--- config.mk ---
export PLATFORM = sky130hd
export DESIGN_NAME = hs_rr_arbiter
export DESIGN_NICKNAME = d
export VERILOG_FILES = /design/src/rtl/hs_rr_arbiter.sv
export SDC_FILE = /design/constraint.sdc
export NUM_CORES = 1
export LEC_CHECK = 0
export ABC_AREA = 1
export BUFFER_PORTS_ARGS = -buffer_cell sky130_fd_sc_hd__buf_2
export CAP_MARGIN = 15
export CORE_MARGIN = 3
export CORE_UTILIZATION = 40
export CTS_BUF_LIST = sky130_fd_sc_hd__clkbuf_4 sky130_fd_sc_hd__clkbuf_8 sky130_fd_sc_hd__clkbuf_16
export DETAILED_ROUTE_END_ITERATION = 8
export GPL_TIMING_DRIVEN = 1
export PLACE_DENSITY_LB_ADDON = 0.2
export REMOVE_ABC_BUFFERS = 1
export SETUP_SLACK_MARGIN = 0.1
export SYNTH_ARGS = -nofsm -noshare
export SYNTH_HDL_FRONTEND = slang
export SYNTH_SLANG_ARGS = --single-unit
--- constraint.sdc ---
create_clock -name clk -period 1.85 [get_ports clk]
set_clock_uncertainty 0.2 [all_clocks]
set_input_delay 0.0925 -clock clk [delete_from_list [all_inputs] [get_ports clk]]
set_output_delay 0.0925 -clock clk [all_outputs]
set_load 0.01 [all_outputs]
--- src/rtl/hs_rr_arbiter.sv ---
`default_nettype none
// =============================================================================
// hs_rr_arbiter : N-to-1 round-robin valid/ready arbiter with one output register
//                 stage. Define HS_ARB_LOCK_EN to enable packet lock on last_i.
// Revision      : 1.0 - initial release
// =============================================================================
module hs_rr_arbiter #(
   parameter int DW = 3,
   parameter int N  = 4
) (
   input  logic                 clk,
   input  logic                 rst_n,
   input  logic [N-1:0]         valid_i,
   output logic [N-1:0]         ready_o,
   input  logic [N*DW-1:0]      din,
`ifdef HS_ARB_LOCK_EN
   input  logic [N-1:0]         last_i,
`endif
   output logic                 valid_o,
   input  logic                 ready_i,
   output logic [DW-1:0]        dout,
   output logic [$clog2(N)-1:0] gnt_id_o
);

   localparam int            IW  = $clog2(N);
   localparam logic [IW:0]   N_W = (IW+1)'(N);

   logic          full_q, full_d;
   logic [DW-1:0] dout_q, dout_d;
   logic [IW-1:0] gnt_q,  gnt_d;
   logic [IW-1:0] ptr_q,  ptr_d;

   logic          wr_en;
   logic          found;
   logic          accept;
   logic [IW-1:0] winner;
   logic [IW-1:0] ptr_next;
   logic [IW:0]   sum;
   logic [IW:0]   wrap;
   logic [N-1:0]  cand;

`ifdef HS_ARB_LOCK_EN
   typedef enum logic [0:0] {
      IDLE   = 1'b0,
      LOCKED = 1'b1
   } lock_state_t;

   lock_state_t   state_q, state_d;
   logic [IW-1:0] owner_q, owner_d;
   logic [N-1:0]  owner_mask;

   // While a packet is in flight only its owner may compete.
   always_comb begin
      owner_mask          = '0;
      owner_mask[owner_q] = 1'b1;
      cand                = (state_q == LOCKED) ? (valid_i & owner_mask) : valid_i;
   end
`else
   always_comb begin
      cand = valid_i;
   end
`endif

   assign wr_en  = ~full_q | ready_i;
   assign accept = wr_en & found;

   // Scan candidates starting at ptr_q, wrapping modulo N.
   always_comb begin
      found  = 1'b0;
      winner = '0;
      sum    = '0;
      for (int i = 0; i < N; i++) begin
         sum = {1'b0, ptr_q} + (IW+1)'(i);
         if (sum >= N_W) begin
            sum = sum - N_W;
         end
         if (!found && cand[sum[IW-1:0]]) begin
            found  = 1'b1;
            winner = sum[IW-1:0];
         end
      end
   end

   always_comb begin
      wrap     = {1'b0, winner} + (IW+1)'(1);
      ptr_next = (wrap == N_W) ? '0 : wrap[IW-1:0];
   end

   always_comb begin
      ready_o = '0;
      for (int k = 0; k < N; k++) begin
         ready_o[k] = rst_n & accept & (winner == IW'(k));
      end
   end

   always_comb begin
      full_d = full_q;
      dout_d = dout_q;
      gnt_d  = gnt_q;
      ptr_d  = ptr_q;
      if (wr_en) begin
         if (found) begin
            full_d = 1'b1;
            dout_d = din[int'(winner)*DW +: DW];
            gnt_d  = winner;
            ptr_d  = ptr_next;
         end else begin
            full_d = 1'b0;
         end
      end
`ifdef HS_ARB_LOCK_EN
      state_d = state_q;
      owner_d = owner_q;
      if (accept) begin
         if (state_q == IDLE) begin
            if (!last_i[winner]) begin
               state_d = LOCKED;
               owner_d = winner;
               ptr_d   = ptr_q;
            end
         end else begin
            if (last_i[winner]) begin
               state_d = IDLE;
            end else begin
               ptr_d   = ptr_q;
            end
         end
      end
`endif
   end

   always_ff @(posedge clk or negedge rst_n) begin
      if (!rst_n) begin
         full_q  <= 1'b0;
         dout_q  <= '0;
         gnt_q   <= '0;
         ptr_q   <= '0;
`ifdef HS_ARB_LOCK_EN
         state_q <= IDLE;
         owner_q <= '0;
`endif
      end else begin
         full_q  <= full_d;
         dout_q  <= dout_d;
         gnt_q   <= gnt_d;
         ptr_q   <= ptr_d;
`ifdef HS_ARB_LOCK_EN
         state_q <= state_d;
         owner_q <= owner_d;
`endif
      end
   end

   assign valid_o  = full_q;
   assign dout     = dout_q;
   assign gnt_id_o = gnt_q;

endmodule
`default_nettype wire
==> metrics <==
status finished, violations left; violated checks negative setup slack; initial DRC count 34; Worst-Skew Late Latency 250 ps; WP data required 1560 ps; Max-Cap Viols 0; synth warn 0; initial core utilization 0.444; Routed WL per cell 13.7 um; Final Cycle Share 1.27; row count 16; placed cell area 1220 sq um; Setup CP Type reg -> out; vias after detailed routing 1130; clock slew at reported path FFs 50 ps; Layout Area Growth over Synthesis 68.5%; Post-DP HPWL 1.90 mm; top_reg_cell synth dfrtp_1; Post-Layout Inst Area 1530 sq um; initial antenna violation count 0; Yosys top cell by area dfrtp_1; Hold Violations, Final 0; share of post-route cells with drive strength above 1 0.571; Final Setup Violations 12; number of global-route vias before repair 1040; final worst slack -506 ps; first-pass GRT wire length 4.33 mm; r2r endpoint dout[0]; Max Slew Vio Count 0; Hold Path Class in -> async; Seq/Total Area, Yosys 0.221; CP Capture Type output port; n_diodes 0; gr ovfl total 0; top-count cell post-synth nand2_1; number of remaining DRC errors 0; die height 53.6 um; Total GRT Usage 0.207; final WL 3.18 mm; CORE AREA 2040 sq um; critical path fanouts, max 7; Slew @ Worst Pin 209 ps; largest net degree at the start of global routing 10; unrepaired setup endpoints after global routing yes; CTS tree built; Via density 4.87; cell count after synthesis 138; relative slew slack 0.859; CP arrival 2060 ps; Synth area leaders dfrtp_1 (22%), nand2_1 (22%), nand2_4 (8.7%); FF-to-FF Start ptr_q[0]; Seq cells post-synth 8; fmax 424 MHz; post-synth top area share 0.221; mapped cell area 906 sq um; ys async rst share 1.00; synth unique cells 20; CTS H-tree depth 1; Worst R2R Setup Slack -440 ps; layout net count 230; Final ANT Viol Nets 0; number of flops mapped to enable cells by yosys 0; TritonCTS Buffers 3; Die Wd 53.6 um; number of buffers added on ports 28; Setup crit start kind flip-flop; crit path time final 2360 ps; routability cong. 0.864; 1st-pass router iterations 4; clk sinks 8; syn avg cell area 6.56 sq um; I/O pins 29; clk root buf clkbuf_4; DIE AREA 2870 sq um; path depth of the worst reg2reg path 16; clk buf depth 2; top cells by count, synth nand2_1 (52), inv_1 (19), nand3_1 (9), nor2_1 (9), dfrtp_1 (8)
-- worst max path at each step --
stage	depth (start not counted)	start	slack, ps	end
after floorplan	12	ptr_q[0]	-170	ptr_q[1]
after global placement	12	ptr_q[0]	-240	ptr_q[1]
after detailed placement	12	ptr_q[0]	-300	ptr_q[1]
after CTS	13	ptr_q[0]	-420	ready_o[1]
after global routing	13	ptr_q[0]	-610	ready_o[1]
final	14	ptr_q[0]	-510	ready_o[3]
-- logic make-up after synthesis --
logic type,after synthesis,synth area share
AND/OR/NAND/NOR,95,0.570
buffers and inverters,27,0.128
flip-flops,8,0.221
AO/OA/AOI/OAI,4,0.0249
adder cells (fa/ha/maj),4,0.0553
-- cell type report --
class                   instances  area, sq um
multi-input cells             103          696
fillers                       155          515
repair buffers                 64          457
flip-flops and latches          8          201
inverters                      26          113
well taps                      27         33.8
clock buffers                   3         22.5
repair inverters                1         3.75
-- flip-flops by register name, summed over array words and instances (netlist names) --
signal	count
valid_o	1
ptr_q	2
gnt_id_o	2
dout	3
-- worst max-delay path, cell delays in order (launching register included) --
cell,delay (ps)
dfrtp_2,480
buf_6,160
nand2_1,70
nand2_2,80
nand2_4,70
nand2_4,60
nor2_8,150
nand3_2,80
nand3_2,80
nand2_4,90
inv_6,90
ha_4,140
inv_2,30
nor2_2,70
buf_2,130
-- repair_timing --
item	in CTS	in global routing
setup endpoints to repair	12	12
gates resized for setup	11	30
endpoints found under the hold margin	10	0
buffers inserted	8	5
hold buffers	6	0
gates cloned	1	0
pin swaps	1	18
-- stage by stage --
stage / hold WS [ps] / setup slack [ps] / TNS, ps / instances / utilization
5_1_grt: 49.2 / -615 / -5470 / 232 / 0.748
2_1_floorplan: -403 / -169 / -506 / 137 / -
3_5_place_dp: -253 / -303 / -2650 / 212 / 0.597
6_report: 25.7 / -506 / -4280 / 232 / 0.748
3_3_place_gp: -257 / -237 / -1730 / 212 / 0.597
4_1_cts: 5.28 / -423 / -3180 / 230 / 0.682
-- cells in the final DEF (no fill, tap or decap) --
master,instances
nor2_2,3
ha_4,2
ha_1,1
dlygate4sd3_1,6
inv_6,2
nand2_1,39
ha_2,1
buf_12,1
nand3_4,2
nand3_2,8
nand2_2,17
nand4_1,4
buf_4,24
o21ai_2,1
clkbuf_4,3
buf_6,5
nand3_1,5
dfrtp_1,7
nand2_4,9
inv_2,6
inv_4,2
nor2_8,1
nor2_4,1
o21a_1,1
o21ai_0,2
buf_2,28
nor2_1,6
inv_1,17
dfrtp_2,1
-- layer usage --
metal / GRT usage / up-vias / part of all wire
met2: 0.386 / 45 / 0.53
li1: - / 554 / -
met1: 0.227 / 514 / 0.37
met3: 0.0277 / 17 / 0.052
met4: 0.102 / 0 / 0.042
met5: 0 / - / 0
Power is not shown: default switching activity piles up to over one toggle a cycle in this logic, so the estimate is an artifact.
